**src/rtl/sram_arbiter.sv**
```systemverilog
// Byte-wide async SRAM controller arbitrating video byte reads against 4-byte host word transfers.
// Define SRAM_ARB_HOST_READ_EN to enable host word reads; otherwise the host port is write-only.
module sram_arbiter #(
    parameter int RD_CYCLES = 2,
    parameter int WR_CYCLES = 2
) (
    input  logic        clk,
    input  logic        reset_n,
    input  logic        vid_req,
    input  logic [18:0] vid_addr,
    output logic        vid_ack,
    output logic [7:0]  vid_data,
    input  logic        host_req,
    input  logic        host_we,
    input  logic [18:0] host_addr,
    input  logic [31:0] host_wdata,
    output logic        host_ack,
    output logic [31:0] host_rdata,
    output logic [18:0] sram_addr,
    output logic        sram_we_n,
    output logic [7:0]  sram_dq_o,
    output logic        sram_dq_oe,
    input  logic [7:0]  sram_dq_i,
    output logic        busy
);

    typedef enum logic [2:0] {IDLE, VRD, HSETUP, HWR, HHOLD, HRD} state_t;

    localparam logic [3:0] RD_LOAD = 4'(RD_CYCLES - 1);
    localparam logic [3:0] WR_LOAD = 4'(WR_CYCLES - 1);

    state_t      state_q, state_d;
    logic [18:0] addr_q, addr_d;
    logic        weN_q, weN_d;
    logic [7:0]  dqO_q, dqO_d;
    logic        dqOe_q, dqOe_d;
    logic        vidAck_q, vidAck_d;
    logic        hostAck_q, hostAck_d;
    logic [7:0]  vidData_q, vidData_d;
    logic [3:0]  cnt_q, cnt_d;
    logic [1:0]  idx_q, idx_d;
    logic        lastVid_q, lastVid_d;
    logic [31:0] wdata_q, wdata_d;
    logic [31:0] rdata_q, rdata_d;

    logic       vidElig, hostElig, grantVid, grantHost, hostWrite;
    logic [7:0] wrByte;
    logic       unusedBits;

`ifdef SRAM_ARB_HOST_READ_EN
    assign hostWrite  = host_we;
    assign host_rdata = rdata_q;
`else
    assign hostWrite  = 1'b1;
    assign host_rdata = 32'd0;
`endif

    assign unusedBits = ^{host_addr[1:0], host_we, rdata_q};

    // A requester whose ack is still showing is not eligible; a video slot yields to a waiting host
    assign vidElig   = vid_req & ~vidAck_q;
    assign hostElig  = host_req & ~hostAck_q;
    assign grantVid  = vidElig & ~(lastVid_q & hostElig);
    assign grantHost = hostElig & ~grantVid;
    assign wrByte    = (idx_q == 2'd0) ? host_wdata[7:0] : wdata_q[{idx_q, 3'b000} +: 8];

    always_ff @(posedge clk or negedge reset_n) begin
        if (!reset_n) state_q <= IDLE;
        else          state_q <= state_d;
    end

    always_comb begin
        state_d = state_q;
        case (state_q)
            IDLE: begin
                if (grantVid)       state_d = VRD;
                else if (grantHost) state_d = hostWrite ? HSETUP : HRD;
            end
            VRD:    if (cnt_q == 4'd0) state_d = IDLE;
            HSETUP: state_d = HWR;
            HWR:    if (cnt_q == 4'd0) state_d = HHOLD;
            HHOLD:  state_d = IDLE;
            HRD:    if (cnt_q == 4'd0) state_d = IDLE;
            default: state_d = IDLE;
        endcase
    end

    always_comb begin
        addr_d    = addr_q;
        weN_d     = weN_q;
        dqO_d     = dqO_q;
        dqOe_d    = dqOe_q;
        vidAck_d  = 1'b0;
        hostAck_d = 1'b0;
        vidData_d = vidData_q;
        cnt_d     = cnt_q;
        idx_d     = idx_q;
        lastVid_d = lastVid_q;
        wdata_d   = wdata_q;
        rdata_d   = rdata_q;
        case (state_q)
            IDLE: begin
                if (grantVid) begin
                    addr_d    = vid_addr;
                    cnt_d     = RD_LOAD;
                    lastVid_d = 1'b1;
                end else if (grantHost) begin
                    addr_d    = {host_addr[18:2], idx_q};
                    lastVid_d = 1'b0;
                    if (hostWrite) begin
                        cnt_d  = WR_LOAD;
                        dqOe_d = 1'b1;
                        dqO_d  = wrByte;
                        if (idx_q == 2'd0) wdata_d = host_wdata;
                    end else begin
                        cnt_d = RD_LOAD;
                    end
                end
            end
            VRD: begin
                if (cnt_q == 4'd0) begin
                    vidData_d = sram_dq_i;
                    vidAck_d  = 1'b1;
                end else begin
                    cnt_d = cnt_q - 4'd1;
                end
            end
            HSETUP: weN_d = 1'b0;
            HWR: begin
                if (cnt_q == 4'd0) weN_d = 1'b1;
                else               cnt_d = cnt_q - 4'd1;
            end
            HHOLD: begin
                dqOe_d    = 1'b0;
                idx_d     = idx_q + 2'd1;
                hostAck_d = (idx_q == 2'd3);
            end
`ifdef SRAM_ARB_HOST_READ_EN
            HRD: begin
                if (cnt_q == 4'd0) begin
                    rdata_d[{idx_q, 3'b000} +: 8] = sram_dq_i;
                    idx_d     = idx_q + 2'd1;
                    hostAck_d = (idx_q == 2'd3);
                end else begin
                    cnt_d = cnt_q - 4'd1;
                end
            end
`endif
            default: ;
        endcase
    end

    always_ff @(posedge clk or negedge reset_n) begin
        if (!reset_n) begin
            addr_q    <= 19'd0;
            weN_q     <= 1'b1;
            dqO_q     <= 8'd0;
            dqOe_q    <= 1'b0;
            vidAck_q  <= 1'b0;
            hostAck_q <= 1'b0;
            vidData_q <= 8'd0;
            cnt_q     <= 4'd0;
            idx_q     <= 2'd0;
            lastVid_q <= 1'b0;
            wdata_q   <= 32'd0;
            rdata_q   <= 32'd0;
        end else begin
            addr_q    <= addr_d;
            weN_q     <= weN_d;
            dqO_q     <= dqO_d;
            dqOe_q    <= dqOe_d;
            vidAck_q  <= vidAck_d;
            hostAck_q <= hostAck_d;
            vidData_q <= vidData_d;
            cnt_q     <= cnt_d;
            idx_q     <= idx_d;
            lastVid_q <= lastVid_d;
            wdata_q   <= wdata_d;
            rdata_q   <= rdata_d;
        end
    end

    assign sram_addr  = addr_q;
    assign sram_we_n  = weN_q;
    assign sram_dq_o  = dqO_q;
    assign sram_dq_oe = dqOe_q;
    assign vid_ack    = vidAck_q;
    assign vid_data   = vidData_q;
    assign host_ack   = hostAck_q;
    assign busy       = (state_q != IDLE);

endmodule
```
**config.mk**
```make
export PLATFORM = sky130hd
export DESIGN_NAME = sram_arbiter
export DESIGN_NICKNAME = d
export VERILOG_FILES = /design/src/rtl/sram_arbiter.sv
export SDC_FILE = /design/constraint.sdc
export NUM_CORES = 1
export LEC_CHECK = 0
export CELL_PAD_IN_SITES_DETAIL_PLACEMENT = 1
export CELL_PAD_IN_SITES_GLOBAL_PLACEMENT = 1
export CORE_ASPECT_RATIO = 1.1
export CORE_MARGIN = 2
export CORE_UTILIZATION = 36
export CTS_CLUSTER_DIAMETER = 100
export CTS_CLUSTER_SIZE = 20
export DETAILED_ROUTE_END_ITERATION = 16
export PLACE_DENSITY = 0.95
export SLEW_MARGIN = 20
export SYNTH_ARGS = -nofsm -noshare
export SYNTH_HDL_FRONTEND = slang
export SYNTH_SLANG_ARGS = --single-unit
```
**constraint.sdc**
```tcl
create_clock -name clk -period 4.75 [get_ports clk]
set_input_delay 0.475 -clock clk [delete_from_list [all_inputs] [get_ports clk]]
set_output_delay 0.475 -clock clk [all_outputs]
set_load 0.05 [all_outputs]
```
# [Word-level counts from Yosys, hierarchy flattened]
# Index checks and enable logic that the tools add are counted.
[totals] ff_bits=81 input_bits=83 output_inout_bits=72 elab_cells=76
[op_classes] add_sub_neg=2 eq_ne=12 shifts=1 mux=22 n_bitwise=9 n_reduce_logical=18
[op_table] op="$mux 19" count=2
[op_table] op="$shiftx 32x6->8" count=1
[op_table] op="$mux 3" count=4
[op_table] op="$mux 4" count=3
[op_table] op="$pmux 3 s4" count=1
[op_table] op="$reduce_and 3->1" count=4
[op_table] op="$mux 1" count=8
[op_table] op="$mux 8" count=1
[op_table] op="$ne 2x2->1 const B" count=4
[op_table] op="$pmux 4 s2" count=1
[op_table] op="$reduce_bool 2->1" count=4
[op_table] op="$eq 3x2->1 const B" count=2
[op_table] op="$eq 3x3->1 const B" count=2
[op_table] op="$reduce_and 2->1" count=3
[op_table] op="$and 1x1->1" count=5
[op_table] op="$logic_not 4->1" count=1
[op_table] op="$not 1->1" count=4
[op_table] op="$pmux 1 s2" count=2
[op_table] op="$reduce_and 4->1" count=1
[op_table] op="$reduce_or 2->1" count=2
[op_table] op="$sub 4x1->4 const B" count=1
[op_table] op="$eq 3x1->1 const B" count=1
[op_table] op="$logic_not 3->1" count=1
[op_table] op="$ne 3x3->1 const B" count=1
[op_table] op="5 further kinds" count=5

# [Depth between registers and ports, before layout]
# Gate-level depths: netlist (run 1).
[depth] depth_word=10 ltp_mapped=10 ltp_nobuf=6

# [Worst setup path after synthesis (run 1)]
# Ideal clock, no wire load.
[synth_path] kind="register -> register" startpoint="register state_q[0]" endpoint="register wdata_q[0]" setup_ns=0.125 t_arrival_ns=2.054 t_required_ns=4.625 setup_slack_ns=2.571 path_stages_with_launch=8 path_buffers=3 period_less_slack_ns=2.179 cell_sequence="dfrtp_1 -> or3_1 -> buf_2 -> a211oi_4 -> and2_1 -> buf_6 -> buf_12 -> mux2_4"
[synth_between] elab_chain_cells=2
[synth_lines] item="start: declaration" line_no="32" text="state_t state_q, state_d;"
[synth_lines] item="start signal: assignment" line_no="69" text="else state_q <= state_d;"
[synth_lines] item="$logic_not 3->1" line_no="101" text="case (state_q)"
[synth_lines] item="$reduce_and 4->1 (no line)"
[synth_lines] item="end signal: assignment" line_no="178" text="wdata_q <= wdata_d;"
[synth_lines] item="end: declaration" line_no="43" text="logic [31:0] wdata_q, wdata_d;"
# Every way passes these cells.
# A chain may end at the register's enable or synchronous reset.

# [Final worst setup path (run 1)]
[layout_path] startpoint="register idx_q[0]" endpoint="register wdata_q[6]"
[layout_between] elab_chain_cells=2
[layout_lines] item="start: declaration" line_no="41" text="logic [1:0] idx_q, idx_d;"
[layout_lines] item="start signal: assignment" line_no="176" text="idx_q <= idx_d;"
[layout_lines] item="$logic_not 2->1" line_no="114" text="if (idx_q == 2'd0) wdata_d = host_wdata;"
[layout_lines] item="$reduce_and 4->1 (no line)"
# Every way passes these cells.

==> flow_metrics.tcl, run 1 <==
set metrics [dict create \
    core_mm2 0.0109 \
    place_area_mm2 0.00515 \
    cp.arrival_ps 3070 \
    end_kind "flop" \
    dieArea_mm2 0.0120 \
    ctsHoldBuffers 0 \
    place.gp.congestion 0.791 \
    period_minus_slack_ps 2860 \
    fp.dieW_um 105 \
    numCtsBuffers 9 \
    cts_root_buf "clkbuf_16" \
    clock_sinks 81 \
    p_sw_mw 1.71 \
    power.total_mw 4.04 \
    clkPwrFrac_pct 17.2 \
    slowest_delay_ps 940 \
    timing.final.max_slew_violations 0 \
    final_cell_mix "clkdlybuf4s50_1 (118), dfrtp_1 (80), nor2_1 (43), nand2_1 (41), conb_1 (32)" \
    cts_setup_buffers 0 \
    stdcell_area_mm2 0.00546 \
    synth_seq_area_share_pct 50.5 \
    first_pass_iters 4 \
    synthDistinctLibCells 38 \
    hold_ws_ps 171 \
    nets 553 \
    switching_share_pct 42.4 \
    grt_pass1_wl_um 17300 \
    grt_pass1_vias 3264 \
    ys_async_sr_fraction_pct 100 \
    fillers 1203 \
    portBuffers 119 \
    synth_seq_cells 81 \
    critical-path-top-delay-family "simple AND/OR/NAND/NOR gates" \
    remaining_drc_errors 0 \
    fmax_ghz 0.350 \
    netlist_area_mm2 0.00402 \
    final_common_cell "clkdlybuf4s50_1" \
    cp_max_fo 32 \
    outcome "complete, no violations" \
    place_hpwl_um 7790 \
    worstPathRequired_ps 4970 \
    slowest_stage "and2_2" \
    multi_input_area_mm2 0.00171 \
    irDropWorstVdd_mv 0.300 \
    initial_core_util_pct 36.8 \
    path_buf_inv 1 \
    synth_edf_count 0 \
    io-pin-count 155 \
    worstMarginPinSlew_ps 1040 \
    cellLeakagePower_nw 2.36 \
    grt_max_degree 82 \
    num_vias 2951 \
    rows 40 \
    ctsResizeCount 0 \
    setup_viol 0 \
    max_cap_viol_count 0 \
    drive_above_1_share_pct 15.0 \
    slew_headroom_pct 30.4 \
    drt-initial-drc-count 80 \
    final_core_util_pct 50.0 \
    overflow 0 \
    hold_viol_final 0 \
    htree_levels 3 \
    cts_tree "done" \
    wl_per_cell_um 17.3 \
    comb_power_share_pct 50.7 \
    fin_crit_sh_pct 60.2 \
    synthToLayoutAreaGrowth_pct 35.8 \
    grtUsageTotal_pct 18.3 \
    p_per_area_mw_per_mm2 740 \
    synthFlopType "dfrtp_1" \
    avgSynthCellArea_um2 11.3 \
    path_clk_slew_ps 60 \
    path_class "flop to flop" \
    startpoint_type "flop" \
    fin_skew_ps 6.09 \
    wl_um 10700 \
    seq_area_mm2 0.00203 \
    die-height_um 115 \
    ant_nets 0 \
    antenna_found_initial 0 \
    clock_path_buffers 2 \
    fin_setup_tns_ps 0 \
    via_per_inst 4.77 \
    syn_inst 356 \
    crit_path_cell_trace "inv_1, ha_1, and2_2, mux2_2" \
    rsz0062_at_grt "no" \
    p_seq_share_pct 32.1 \
    intPower_mw 2.33 \
    yosysWarnings 0 \
    n_antenna_cell 0 \
    clk_latency_ps 330 \
    hold_path.class "primary input to async pin" \
]
## final timing paths
kind,startpoint,to,slack (ps),cells past startpoint
worst max-delay path,idx_q[0],wdata_q[6],1890,4
worst min-delay path,reset_n,cnt_q[0],170,1
worst max register to register,idx_q[0],wdata_q[6],1890,4
worst min register to register,sram_dq_oe,sram_dq_oe,480,1
max in group asynchronous,reset_n,sram_dq_o[5],4030,1
min in group clk,sram_dq_oe,sram_dq_oe,480,1
## cell type report
class / instances / share of cell area, %
clock buffer: 13 / 4.77
clock inverter: 3 / 0.734
inverter: 7 / 0.481
multi-input combinational: 247 / 31.4
sequential: 81 / 37.2
tap: 147 / 3.37
timing repair buffer: 121 / 22.1
## state kept, by name (all words and copies together), names as in the netlist, 2 cells and up
signal / flops
cnt_q: 4
idx_q: 2
sram_addr: 19
sram_dq_o: 8
state_q: 3
vid_data: 8
wdata_q: 32
## power groups by stage
| stage | Combinational (mW) | Clock [mW] | Sequential (mW) |
|---|---|---|---|
| 2_1_floorplan | 0.963 | 0 | 1.77 |
| 3_3_place_gp | 1.98 | 0 | 1.27 |
| 3_5_place_dp | 2.06 | 0 | 1.30 |
| 4_1_cts | 2.07 | 0.718 | 1.30 |
| 5_1_grt | 2.19 | 0.746 | 1.34 |
| 6_report | 2.05 | 0.694 | 1.30 |
## stage by stage
stage               cells  setup WS [ps]
floorplan             387           2570
global placement      603           1750
detailed placement    603           1680
CTS                   619           1820
global route          619           1710
finish                619           1890
## routing by layer
layer	share of wire, %	GRT usage, %	wire, µm	vias up
met5	0	0	0	-
met4	1.2	6.58	124	0
met3	5.4	4.31	582	9
met2	53	33.6	5650	101
met1	40	20.8	4320	1470
li1	-	-	-	1371
## kinds of logic after synthesis
group | Yosys count | synth area share (%)
simple gates | 104 | 11.0
flops | 81 | 50.5
mux | 59 | 19.0
buf+inv | 59 | 9.99
compound gates | 48 | 8.25
fa+ha+maj | 3 | 0.934
other cells | 1 | 0.0933
xor+xnor | 1 | 0.218
## synthesized netlist by cell type, types with 2 or more instances
master    number  area share (%)
a21oi_1       11             1.4
a221oi_1       8             1.7
a31oi_1       19             3.0
and2_1         2            0.31
buf_12         3             1.5
buf_2          3            0.37
buf_4         32             6.0
clkbuf_1      13             1.2
dfrtp_1       80              50
ha_1           3            0.93
inv_1          7            0.65
mux2_2        19             5.3
mux2_4        30              11
mux2i_1       10             2.5
nand2_1       41             3.8
nand2b_1       5            0.78
nand3b_1       2            0.37
nor2_1        43             4.0
nor3_1         3            0.37
nor3b_1        2            0.37
or3_1          3            0.47
Note: power is estimated with default switching activity, not from simulation.
==> run 2, diff against run 1 <==
Settings changed: CORE_UTILIZATION 36 to 30, PLACE_DENSITY 0.95 to 0.86.
Clock period 4.75 ns to 2.49 ns, I/O delays scaled along.
==> run 2 against run 1 <==
  * The run now ends with hold timing left
  * Sequential power grew 83%
  * Register-to-register slack lost 1600 ps
  * Non-clock buffer count grew 9
  * Core utilization shrank 7.8 points
  * Cell count grew 3.6%
  * Routed wire length shrank 7.7%
  * Design area grew 1.9%
  * Critical endpoint is now busy
==> flow_metrics.tcl, run 2 (synthesized netlist as in run 1, its figures left out) <==
set metrics [dict create \
    slowest_delay_ps 760 \
    cp.arrival_ps 2060 \
    clock_path_buffers 2 \
    nets 562 \
    startpoint_type "flop" \
    clock_sinks 81 \
    p_per_area_mw_per_mm2 1390 \
    antenna_found_initial 0 \
    synthToLayoutAreaGrowth_pct 38.3 \
    remaining_drc_errors 0 \
    fp.dieW_um 114 \
    cellLeakagePower_nw 2.41 \
    fin_skew_ps 4.33 \
    rsz0062_at_grt "no" \
    grtUsageTotal_pct 13.9 \
    grt_pass1_wl_um 15900 \
    die-height_um 125 \
    clk_latency_ps 330 \
    wl_per_cell_um 15.4 \
    worstReg2RegStart "state_q[0]" \
    final_cell_mix "clkdlybuf4s50_1 (118), dfrtp_1 (80), nor2_1 (43), nand2_1 (41), conb_1 (32)" \
    num_vias 2972 \
    ctsResizeCount 0 \
    via_per_inst 4.64 \
    hold_ws_ps -55.3 \
    worst_slack_ps 182 \
    path_clk_slew_ps 50 \
    fin_setup_tns_ps 0 \
    grt_pass1_vias 3312 \
    timing.final.max_slew_violations 0 \
    fin_crit_sh_pct 92.7 \
    slew_headroom_pct 49.6 \
    overflow 0 \
    place.gp.congestion 0.768 \
    r2r-end "wdata_q[29]" \
    top_register "wdata_q" \
    dieArea_mm2 0.0143 \
    cts_tree "done" \
    violations "hold timing" \
    crit_path_cell_trace "or3_1, clkdlybuf4s50_1" \
    fmax_ghz 0.433 \
    power.total_mw 7.70 \
    ff2ff_path_depth 5 \
    core_mm2 0.0132 \
    cts_setup_buffers 0 \
    wl_met3_um 465 \
    path_class "flop to output port" \
    n_antenna_cell 0 \
    worstMarginPinSlew_ps 757 \
    max_cap_viol_count 0 \
    path_buf_inv 1 \
    portBuffers 119 \
    place_hpwl_um 7300 \
    rows 44 \
    first_pass_iters 4 \
    setup_viol 0 \
    ctsHoldBuffers 0 \
    worstPathRequired_ps 2240 \
    wl_met1_um 4200 \
    place_area_mm2 0.00526 \
    hold_path.class "primary input to async pin" \
    largest_reg_flops 32 \
    grt_max_degree 82 \
    cts_root_buf "clkbuf_16" \
    period_minus_slack_ps 2310 \
    critical-path-top-delay-family "buffers and inverters" \
    wl_um 9860 \
    hold_viol_final 41 \
    highest_layer "met4" \
    wl_met2_um 5070 \
    htree_levels 3 \
    stdcell_area_mm2 0.00556 \
    cp_max_fo 7 \
    initial_core_util_pct 30.6 \
    drt-initial-drc-count 52 \
    reg2reg_slack_ps 290 \
    irDropWorstVdd_mv 0.617 \
    outcome "complete, but fails checks" \
    end_kind "output port" \
    final_common_cell "clkdlybuf4s50_1" \
    numCtsBuffers 9 \
    dpl_worst_slack_ps 281 \
    drive_above_1_share_pct 16.7 \
    io-pin-count 155 \
    ant_nets 0 \
    slowest_stage "clkdlybuf4s50_1" \
]
-- run 2: area by class of cell --
type	count	area, µm²
clock buffer	12	256
clock inverter	3	40.0
fill	1471	7600
inverter	7	26.3
multi-input combinational	247	1720
sequential	81	2030
tap	161	201
timing repair buffer	130	1290
-- run 2: worst max path at each step --
| stage | slack [ps] | depth (start not counted) | startpoint | endpoint |
|---|---|---|---|---|
| global route | 130 | 2 | state_q[0] | busy |
| floorplan | 310 | 7 | state_q[0] | wdata_q[0] |
| finish | 180 | 2 | state_q[0] | busy |
| global placement | 330 | 6 | host_req | wdata_q[19] |
| CTS | 160 | 2 | state_q[0] | busy |
| detailed placement | 280 | 5 | state_q[0] | wdata_q[3] |
-- run 2: routing by layer --
layer / up-vias / track usage (%)
met4: 0 / 4.02
met5: - / 0
met3: 11 / 3.25
li1: 1391 / -
met2: 95 / 25.4
met1: 1475 / 16.0
-- run 2: report_power, final --
part / internal, mW / leakage [nW] / switching, mW
Clock: 0.822 / 0.148 / 0.492
Combinational: 1.69 / 1.31 / 2.32
Sequential: 1.98 / 0.955 / 0.400
Total: 4.49 / 2.41 / 3.21
-- run 2: through the flow --
step / utilization (%) / std cells
floorplan: - / 387
global placement: 40.0 / 626
detailed placement: 40.0 / 626
CTS: 42.2 / 641
global route: 42.2 / 641
finish: 42.2 / 641
